**config.mk**
```make
export PLATFORM = sky130hd
export DESIGN_NAME = sdram_req_arbiter
export DESIGN_NICKNAME = d
export VERILOG_FILES = /design/src/rtl/sdram_req_arbiter.sv
export SDC_FILE = /design/constraint.sdc
export NUM_CORES = 1
export LEC_CHECK = 0
export ABC_AREA = 1
export BUFFER_PORTS_ARGS = -buffer_cell sky130_fd_sc_hd__buf_2
export CORE_UTILIZATION = 39
export DETAILED_ROUTE_END_ITERATION = 6
export PLACE_DENSITY = 0.67
export SYNTH_ARGS = -nofsm -noshare
export SYNTH_HDL_FRONTEND = slang
export SYNTH_SLANG_ARGS = --single-unit
```
**constraint.sdc**
```tcl
create_clock -name clk_sys -period 3.6 [get_ports clk_sys]
set_input_delay 0.72 -clock clk_sys [delete_from_list [all_inputs] [get_ports clk_sys]]
set_output_delay 0.72 -clock clk_sys [all_outputs]
set_load 0.02 [all_outputs]
```
**src/rtl/sdram_req_arbiter.sv**
```systemverilog
// sdram_req_arbiter: shares one SDRAM command port between video, CPU and refresh,
// one outstanding transaction at a time with urgent-refresh and video-run limits.
module sdram_req_arbiter #(
  parameter int ADDR_W       = 24,
  parameter int REF_INTERVAL = 390,
  parameter int REF_MAX      = 4,
  parameter int VID_RUN_MAX  = 4
) (
  input  logic              clk_sys,
  input  logic              rst_n,
  input  logic              vid_req,
  input  logic [ADDR_W-1:0] vid_addr,
  output logic              vid_gnt,
  output logic              vid_done,
  input  logic              cpu_req,
  input  logic              cpu_we,
  input  logic [ADDR_W-1:0] cpu_addr,
  output logic              cpu_gnt,
  output logic              cpu_done,
  output logic              mem_valid,
  output logic [1:0]        mem_cmd,
  output logic [ADDR_W-1:0] mem_addr,
  input  logic              mem_ready,
  input  logic              mem_done,
  output logic [2:0]        ref_debt
);
  localparam int TW = $clog2(REF_INTERVAL);
  localparam int RW = $clog2(VID_RUN_MAX + 1);
  localparam logic [1:0] IDLE  = 2'd0;
  localparam logic [1:0] GRANT = 2'd1;
  localparam logic [1:0] ISSUE = 2'd2;
  localparam logic [1:0] WAIT  = 2'd3;
  logic [1:0]        state, cmd_q, own;
  logic [ADDR_W-1:0] addr_q;
  logic [TW-1:0]     timer;
  logic [RW-1:0]     run;
  logic [2:0]        debt, debt_nxt;
  logic              idle, tick, urgent, vid_win, sel_ref, sel_vid, sel_cpu, sel;
  always_comb begin
    idle     = state == IDLE;
    tick     = timer == '0;
    urgent   = debt == 3'(REF_MAX);
    vid_win  = vid_req && !(run == RW'(VID_RUN_MAX) && cpu_req);
    sel_ref  = idle && (urgent || (!vid_win && !cpu_req && debt != 3'd0));
    sel_vid  = idle && !urgent && vid_win;
    sel_cpu  = idle && !urgent && !vid_win && cpu_req;
    sel      = sel_ref || sel_vid || sel_cpu;
    // a tick and a refresh in the same cycle cancel out
    debt_nxt = (tick == sel_ref) ? debt : tick ? (urgent ? debt : debt + 3'd1) : debt - 3'd1;
  end
  assign mem_valid = state == ISSUE;
  assign mem_cmd   = mem_valid ? cmd_q : 2'b00;
  assign mem_addr  = mem_valid ? addr_q : '0;
  assign ref_debt  = debt;
  always_ff @(posedge clk_sys or negedge rst_n) begin
    if (!rst_n) begin
      state    <= IDLE;
      timer    <= TW'(REF_INTERVAL - 1);
      debt     <= '0;
      run      <= '0;
      own      <= '0;
      cmd_q    <= '0;
      addr_q   <= '0;
      vid_gnt  <= 1'b0;
      cpu_gnt  <= 1'b0;
      vid_done <= 1'b0;
      cpu_done <= 1'b0;
    end else begin
      timer    <= tick ? TW'(REF_INTERVAL - 1) : timer - TW'(1);
      debt     <= debt_nxt;
      run      <= (!cpu_req || sel_cpu) ? '0 : (sel_vid && run != RW'(VID_RUN_MAX)) ? run + RW'(1) : run;
      vid_gnt  <= sel_vid;
      cpu_gnt  <= sel_cpu;
      vid_done <= state == WAIT && mem_done && own[0];
      cpu_done <= state == WAIT && mem_done && own[1];
      state    <= sel ? GRANT : (state == GRANT) ? ISSUE : (state == ISSUE && mem_ready) ? WAIT :
                  (state == WAIT && mem_done) ? IDLE : state;
      if (sel) begin
        own    <= {sel_cpu, sel_vid};
        cmd_q  <= sel_ref ? 2'b11 : (sel_cpu && cpu_we) ? 2'b10 : 2'b01;
        addr_q <= sel_vid ? vid_addr : sel_cpu ? cpu_addr : '0;
      end
    end
  end
endmodule

```
==> flow_summary.json, run 1 <==
{
  "die_y_um": 81.8,
  "clk_latency_ns": 0.30,
  "layout_commonest_cell": "buf_2",
  "ios": 89,
  "tritoncts": "yes",
  "drc": 0,
  "end_kind": "output pin",
  "initial_core_util_pct": 41.2,
  "h-tree-depth": 2,
  "cts-resized-gates": 0,
  "startpoint": "state[1]",
  "place_hpwl_um": 4000,
  "drt-vias-per-instance": 4.81,
  "crit_top_cell": "nor2_1",
  "whs_ns": 0.470,
  "p_leak_uw": 0.00172,
  "cp.required_ns": 2.88,
  "die-area_mm2": 0.00669,
  "p_int_uw": 1220,
  "cts_made_buffers": 5,
  "grt_max_degree": 50,
  "grt_setup_unrepaired": "no",
  "syn_nets": 379,
  "cp_top_family": "buffers and inverters",
  "cts_sinks": 49,
  "p_per_area_mw_per_mm2": 688,
  "ys_ff_latch": 49,
  "ir_drop_v": 0.000310,
  "hold_viol_final": 0,
  "synth_cell_types": 28,
  "min_from": "timer[0]",
  "antenna_found_initial": 0,
  "tightestPinTransition_ns": 1.08,
  "fin_skew_ns": 0.00503,
  "wl_per_cell_um": 11.8,
  "report.final.slew_viol_count": 0,
  "worstSetupStartpointType": "register",
  "grt_use_total_pct": 18.7,
  "fin_area_mm2": 0.00307,
  "r2r_start": "timer[0]",
  "p_sw_uw": 890,
  "die_w_um": 81.8,
  "synth_cells": 320,
  "drt_iter0_drc": 101,
  "timing.fmax_mhz": 364,
  "gp_congestion": 0.771,
  "critical_path.max_stage_delay_ns": 0.62,
  "grt_pass1_wl_um": 9590,
  "finalCriticalPeriod_ns": 2.75,
  "grt_overflow": 0,
  "root_buffer": "clkbuf_8",
  "timing.final.crit_share_pct": 76.3,
  "wl_um": 5670,
  "yosys_warnings": 0,
  "status": "finished, final reports clean",
  "first_global_vias": 2167,
  "nets": 465,
  "core-area_mm2": 0.00603,
  "crit_slowest_cell": "clkinv_1",
  "via_count": 2318,
  "num_rows": 28,
  "pwr-share-seq_pct": 39.5,
  "pre_cts_slack_ns": 1.18,
  "synth_seq_area_share_pct": 49.5,
  "dr.pass1.iters": 4,
  "finalWorstSetupSlack_ns": 0.854,
  "place_area_mm2": 0.00297,
  "crit_path_cell_trace": "inv_1 > nor2_1 > clkinv_1 > nor2_1 > buf_2",
  "critPathKind": "register to output pin",
  "crit_path_max_fanout": 26,
  "drive_above_1_share_pct": 27.8,
  "layout_common_cells": "buf_2 (88), nand2_1 (76), nand3_1 (61)",
  "syn_area_mm2": 0.00248,
  "max-clock-path-buffers": 2,
  "cp.arrival_ns": 2.03,
  "postCtsHoldBufs": 0,
  "maxSlewHeadroom_pct": 27.7,
  "clk_pin_slew_ns": 0.09,
  "post_cts.repair.setup_buffers": 0,
  "portBuffers": 88,
  "fin_total_pwr_uw": 2110,
  "combinationalPowerShare_pct": 43.8,
  "clkPwrFrac_pct": 16.7,
  "syn2layout_area_growth_pct": 23.5,
  "fin_tns_setup_ns": 0,
  "postRouteAntennaNets": 0,
  "hold_class": "register to register",
  "syn_area_per_cell_um2": 7.77,
  "drv_cap": 0,
  "diodes": 0,
  "switching_share_pct": 42.1,
  "setup_violations": 0,
  "crit_buf_inv": 3
}
## cells by family (layout without fill, tap and decap cells)
logic type / count (synthesis) / after routing / share of synthesized area [%]
buffers and inverters: 61 / 148 / 10.1
and+or+nand+nor: 186 / 186 / 32.7
DFF: 49 / 49 / 49.5
AOI/OAI and AO/OA: 17 / 17 / 4.28
xor gates and xnor gates: 3 / 3 / 1.06
adders and majority gates: 4 / 4 / 2.32
## state kept, by name (all words and copies together), names as in the netlist, 2 cells and up
signal,cells
addr_q,24
cmd_q,2
own,2
ref_debt,3
run,3
state,2
timer,9
## per-layer routing
layer | share of wire, % | wire length (µm) | global-route usage [%]
met1 | 45 | 2550 | 23.4
met2 | 49 | 2800 | 31.5
met3 | 4.5 | 255 | 3.78
met4 | 1.2 | 70 | 7.72
met5 | 0 | 0 | 0
## Yosys cell counts, drive strengths merged
| cell | n | area, µm² |
|---|---|---|
| a21oi | 3 | 15.0 |
| buf | 7 | 47.5 |
| clkbuf | 3 | 11.3 |
| clkinv | 2 | 8.75 |
| dfrtp | 45 | 1130 |
| dfstp | 4 | 105 |
| fa | 1 | 20.0 |
| ha | 3 | 37.5 |
| inv | 49 | 184 |
| nand2 | 79 | 304 |
| nand3 | 63 | 325 |
| nor2 | 40 | 160 |
| nor3 | 3 | 15.0 |
| nor3b | 1 | 7.51 |
| o211ai | 1 | 7.51 |
| o21ai | 11 | 70.1 |
| o22ai | 1 | 6.26 |
| o31ai | 1 | 7.51 |
| xor2 | 3 | 26.3 |
## worst register-to-register path, stage by stage (launching register included)
cell and delay [ns]:
dfstp_2 0.55, inv_1 0.04, ha_1 0.21, nand2_1 0.18
nor2_1 0.09, nand2_2 0.16, fa_1 0.43, nand2_1 0.08
nand2_1 0.04
## metrics by stage
step / instances / util, %
2_1_floorplan: 320 / -
4_1_cts: 482 / 50.9
6_report: 482 / 50.9
5_1_grt: 482 / 50.9
3_3_place_gp: 474 / 49.3
3_5_place_dp: 474 / 49.3
## power groups by stage
stage / logic, µW / clock network [µW] / registers, µW
floorplan: 650 / 0 / 850
global placement: 923 / 0 / 837
detailed placement: 941 / 0 / 844
CTS: 942 / 362 / 834
global route: 1070 / 384 / 859
finish: 925 / 353 / 834
## final cells by class
cell class | instances | area, µm²
inverter | 51 | 193
tap | 75 | 93.8
timing repair buffer | 89 | 448
clock inverter | 1 | 5.00
fill | 638 | 2960
clock buffer | 7 | 96.3
sequential | 49 | 1230
multi-input combinational | 210 | 1000
## final timing paths
check | end | slack [ns] | cells after the start
max reg2reg | ref_debt[1] | 1.71 | 8
min reg2reg | timer[0] | 0.47 | 1
min | timer[0] | 0.47 | 1
min in group asynchronous | timer[6] | 0.62 | 1
max in group asynchronous | addr_q[15] | 2.32 | 1
max | mem_addr[9] | 0.85 | 5
Note: power is estimated with default switching activity, not from simulation.
==> inputs of run 2 (changes only) <==
Settings changed: PLACE_DENSITY 0.67 to 0.7.
Clock period 3.6 ns to 2.5 ns, I/O delays scaled along.
==> run 2 against run 1 <==
  * Flip-flop and latch count unchanged
  * Worst setup slack got worse by 0.64 ns
  * Utilization increased by 0.73 points
  * Via count increased by 0.39%
  * Non-clock buffer count increased by 5
  * Clock-buffer cell count decreased by 1
  * Sequential share of layout area decreased by 0.56 points
==> flow_summary.json, run 2 (synthesis gave the netlist of run 1 again) <==
{
  "status": "finished, final reports clean",
  "cts-resized-gates": 0,
  "pwr-share-seq_pct": 38.5,
  "p_per_area_mw_per_mm2": 1000,
  "p_int_uw": 1830,
  "gp_congestion": 0.774,
  "postRouteAntennaNets": 0,
  "h-tree-depth": 2,
  "wl_um": 5690,
  "postCtsHoldBufs": 0,
  "cp.arrival_ns": 1.79,
  "post-route-util_pct": 51.7,
  "clk_pin_slew_ns": 0.09,
  "grt_use_total_pct": 17.9,
  "cts_sinks": 49,
  "p_leak_uw": 0.00174,
  "cp.required_ns": 2.00,
  "core-area_mm2": 0.00603,
  "drc": 0,
  "maxSlewHeadroom_pct": 61.8,
  "nFillCells": 610,
  "grt_pass1_wl_um": 9070,
  "crit_path_max_fanout": 18,
  "drive_above_1_share_pct": 28.4,
  "nets": 470,
  "ios": 89,
  "portBuffers": 88,
  "combinationalPowerShare_pct": 44.0,
  "via_count": 2327,
  "layout_common_cells": "buf_2 (88), nand2_1 (76), nand3_1 (61)",
  "layout_commonest_cell": "buf_2",
  "wl_per_cell_um": 11.7,
  "timing.fmax_mhz": 437,
  "root_buffer": "clkbuf_8",
  "initial_core_util_pct": 41.2,
  "setup_violations": 0,
  "cts_made_buffers": 5,
  "fin_skew_ns": 0.0113,
  "max-clock-path-buffers": 2,
  "grt_max_degree": 28,
  "drv_cap": 0,
  "place_hpwl_um": 4280,
  "num_rows": 28,
  "largest_register": "addr_q",
  "report.final.slew_viol_count": 0,
  "pre_cts_slack_ns": 0.546,
  "end_kind": "output pin",
  "reg_top3": "addr_q: 24 flops, timer: 9 flops",
  "die_w_um": 81.8,
  "multi_input_area_mm2": 0.00100,
  "syn2layout_area_growth_pct": 25.3,
  "p_sw_uw": 1290,
  "hold_class": "input port to asynchronous set/reset pin",
  "ff_latch_area_mm2": 0.00123,
  "largest_reg_flops": 24,
  "ir_drop_v": 0.000499,
  "post_cts.repair.setup_buffers": 0,
  "dr.pass1.iters": 6,
  "first_global_vias": 2117,
  "drt-vias-per-instance": 4.78,
  "finalCriticalPeriod_ns": 2.29,
  "clk_latency_ns": 0.30,
  "antenna_found_initial": 0,
  "hold_viol_final": 0,
  "timing.final.crit_share_pct": 91.6,
  "grt_setup_unrepaired": "no",
  "critPathKind": "register to output pin",
  "die-area_mm2": 0.00669,
  "grt_overflow": 0,
  "tightestPinTransition_ns": 0.574,
  "worstSetupStartpointType": "register",
  "die_y_um": 81.8,
  "drt_iter0_drc": 83,
  "finalWorstSetupSlack_ns": 0.210,
  "switching_share_pct": 41.3,
  "diodes": 0,
  "fin_tns_setup_ns": 0,
  "tritoncts": "yes",
  "clkPwrFrac_pct": 17.5
}
[run 2: worst paths after layout]
path | from | depth (start not counted) | to | slack, ns
setup / recovery | state[0] | 5 | mem_addr[10] | 0.21
hold / removal | rst_n | 2 | run[2] | 0.18
setup reg to reg | timer[0] | 8 | ref_debt[1] | 0.62
hold reg to reg | timer[0] | 1 | timer[0] | 0.47
max in group asynchronous | rst_n | 2 | timer[2] | 1.98
min in group clk_sys | cpu_addr[5] | 3 | addr_q[5] | 0.40
[run 2: per-stage QoR]
stage	instances	hold WS, ns	total power (µW)	instance area, µm²
global route	487	0.201	3370	3110
global placement	479	0.448	2580	3010
CTS	487	0.193	3160	3110
floorplan	320	0.204	2160	2480
finish	487	0.176	3120	3110
detailed placement	479	0.452	2610	3010
[run 2: final cells by class]
cell class	instances	share of cell area, %
inverter	51	6.19
multi-input combinational	210	32.2
tap	75	3.01
timing repair buffer	94	15.6
sequential	49	39.5
clock buffer	6	2.33
clock inverter	2	1.13
[run 2: layer usage]
metal / track usage, % / routed length [µm] / vias to the layer above
li1: - / - / 1175
met1: 22.0 / 2570 / 1073
met2: 31.5 / 2780 / 74
met3: 3.56 / 283 / 5
met4: 5.26 / 48 / 0
met5: 0 / 0 / -
[run 2: worst max-delay path, cell delays in order, from the launching register on]
cell and delay (ns):
dfrtp_1 0.42, nor2_1 0.21, clkinv_1 0.28, buf_4 0.29, nor2_1 0.11, buf_2 0.17
[run 2: power by group through the flow]
stage          Clock, µW  Sequential (µW)  Combinational, µW
2_1_floorplan          0             1220                935
4_1_cts              565             1200               1400
6_report             546             1200               1370
3_3_place_gp           0             1210               1370
3_5_place_dp           0             1220               1390
5_1_grt              588             1230               1550
==> inputs of run 3 (changes only) <==
Settings changed: CORE_ASPECT_RATIO set to 1.2.
==> run 3 against run 2 <==
  * Worst setup slack gained 0.17 ns
  * Non-clock buffer count is the same
  * Flip-flop and latch count is the same
  * Final cell count grew 1.4%
  * Largest cell class unchanged
==> flow_summary.json, run 3 (synthesis gave the netlist of run 1 again) <==
{
  "status": "finished, final reports clean",
  "reg2reg_depth": 11,
  "root_buffer": "clkbuf_8",
  "core-area_mm2": 0.00609,
  "crit_end": "mem_cmd[0]",
  "nFillCells": 632,
  "ir_drop_v": 0.000369,
  "antenna_found_initial": 0,
  "drt_iter0_drc": 109,
  "postRouteAntennaNets": 0,
  "first_global_vias": 2179,
  "post_cts.repair.setup_buffers": 0,
  "reg_top3": "addr_q: 24 flops, timer: 9 flops",
  "syn2layout_area_growth_pct": 24.9,
  "die_y_um": 89.4,
  "cp.arrival_ns": 1.62,
  "tritoncts": "yes",
  "diodes": 0,
  "h-tree-depth": 2,
  "whs_ns": 0.398,
  "num_rows": 31,
  "nets": 470,
  "dr.pass1.iters": 4,
  "max-clock-path-buffers": 2,
  "crit_path_max_fanout": 11,
  "layout_common_cells": "buf_2 (88), nand2_1 (76), nand3_1 (61)",
  "largest_reg_flops": 24,
  "wl_met1_um": 2550,
  "cp.required_ns": 2.00,
  "place_hpwl_um": 4240,
  "p_per_area_mw_per_mm2": 980,
  "place_area_mm2": 0.00301,
  "hold_class": "input port to register",
  "worstSetupStartpointType": "register",
  "clk_latency_ns": 0.30,
  "setup_violations": 0,
  "largest_register": "addr_q",
  "hold_depth": 3,
  "cts_made_buffers": 5,
  "grt_setup_unrepaired": "no",
  "timing.final.crit_share_pct": 84.9,
  "wl_um": 5560,
  "drc": 0,
  "rr_endpoint": "ref_debt[2]",
  "timing.fmax_mhz": 471,
  "fin_area_mm2": 0.00310,
  "portBuffers": 88,
  "finalCriticalPeriod_ns": 2.12,
  "wl_met2_um": 2630,
  "die_w_um": 74.9,
  "drive_above_1_share_pct": 28.4,
  "die-area_mm2": 0.00670,
  "gp_congestion": 0.793,
  "critPathKind": "register to output pin",
  "grt_overflow": 0,
  "fin_tns_setup_ns": 0,
  "layout_commonest_cell": "buf_2",
  "fin_skew_ns": 0.00676,
  "end_kind": "output pin",
  "cts_sinks": 49,
  "ff2ff_setup_slack_ns": 0.63,
  "ios": 89,
  "via_count": 2302,
  "p_leak_uw": 0.00173,
  "hold_viol_final": 0,
  "tightestPinTransition_ns": 0.622,
  "drv_cap": 0,
  "pre_cts_slack_ns": 0.613,
  "finalWorstSetupSlack_ns": 0.377,
  "wl_per_cell_um": 11.3,
  "clk_pin_slew_ns": 0.09,
  "grt_use_total_pct": 18.0,
  "wl_met3_um": 282,
  "r2r_start": "timer[0]",
  "routed.top_layer": "met4",
  "post-route-util_pct": 51.0,
  "grt_pass1_wl_um": 9250,
  "initial_core_util_pct": 40.8,
  "grt_max_degree": 29,
  "startpoint": "state[1]",
  "maxSlewHeadroom_pct": 58.5,
  "report.final.slew_viol_count": 0,
  "drt-vias-per-instance": 4.66
}
-- run 3: critical path, cell delays in order (launching register included) --
cell	delay, ns
dfrtp_1	0.41
inv_1	0.05
nor2_1	0.23
clkinv_1	0.13
buf_4	0.19
nor2_1	0.13
buf_2	0.18
-- run 3: worst min-delay path by stage --
stage / from / endpoint / slack [ns]
2_1_floorplan: rst_n / addr_q[0] / 0.20
6_report: cpu_addr[2] / addr_q[2] / 0.40
3_3_place_gp: rst_n / run[0] / 0.30
5_1_grt: cpu_addr[2] / addr_q[2] / 0.40
4_1_cts: cpu_addr[3] / addr_q[3] / 0.39
3_5_place_dp: rst_n / run[1] / 0.30
-- run 3: final cells by class --
type	instances	area [µm²]	area share, %
multi-input combinational	210	1000	32.3
timing repair buffer	94	488	15.7
inverter	51	193	6.21
clock buffer	5	68.8	2.22
tap	82	103	3.31
clock inverter	3	17.5	0.565
sequential	49	1230	39.7
-- run 3: layer usage --
layer / vias up / global-route usage (%)
li1: 1180 / -
met1: 1035 / 22.9
met2: 78 / 30.5
met3: 9 / 2.59
met4: 0 / 7.72
met5: - / 0
-- run 3: metrics by stage --
stage,total power (µW),cells
floorplan,2160,320
global placement,2580,485
detailed placement,2610,485
CTS,3080,494
global route,3290,494
finish,3040,494
-- run 3: where the power goes --
part	switching, µW	internal, µW	total, µW	leakage (µW)
clock	264	194	458	0.0000439
sequential	154	1050	1200	0.000609
combinational	892	486	1380	0.00108
total	1310	1730	3040	0.00173
-- run 3: repair_timing --
item                      in CTS  in global routing
resized for setup              0                  0
hold endpoints to repair       2                  0
hold buffers                   1                  0
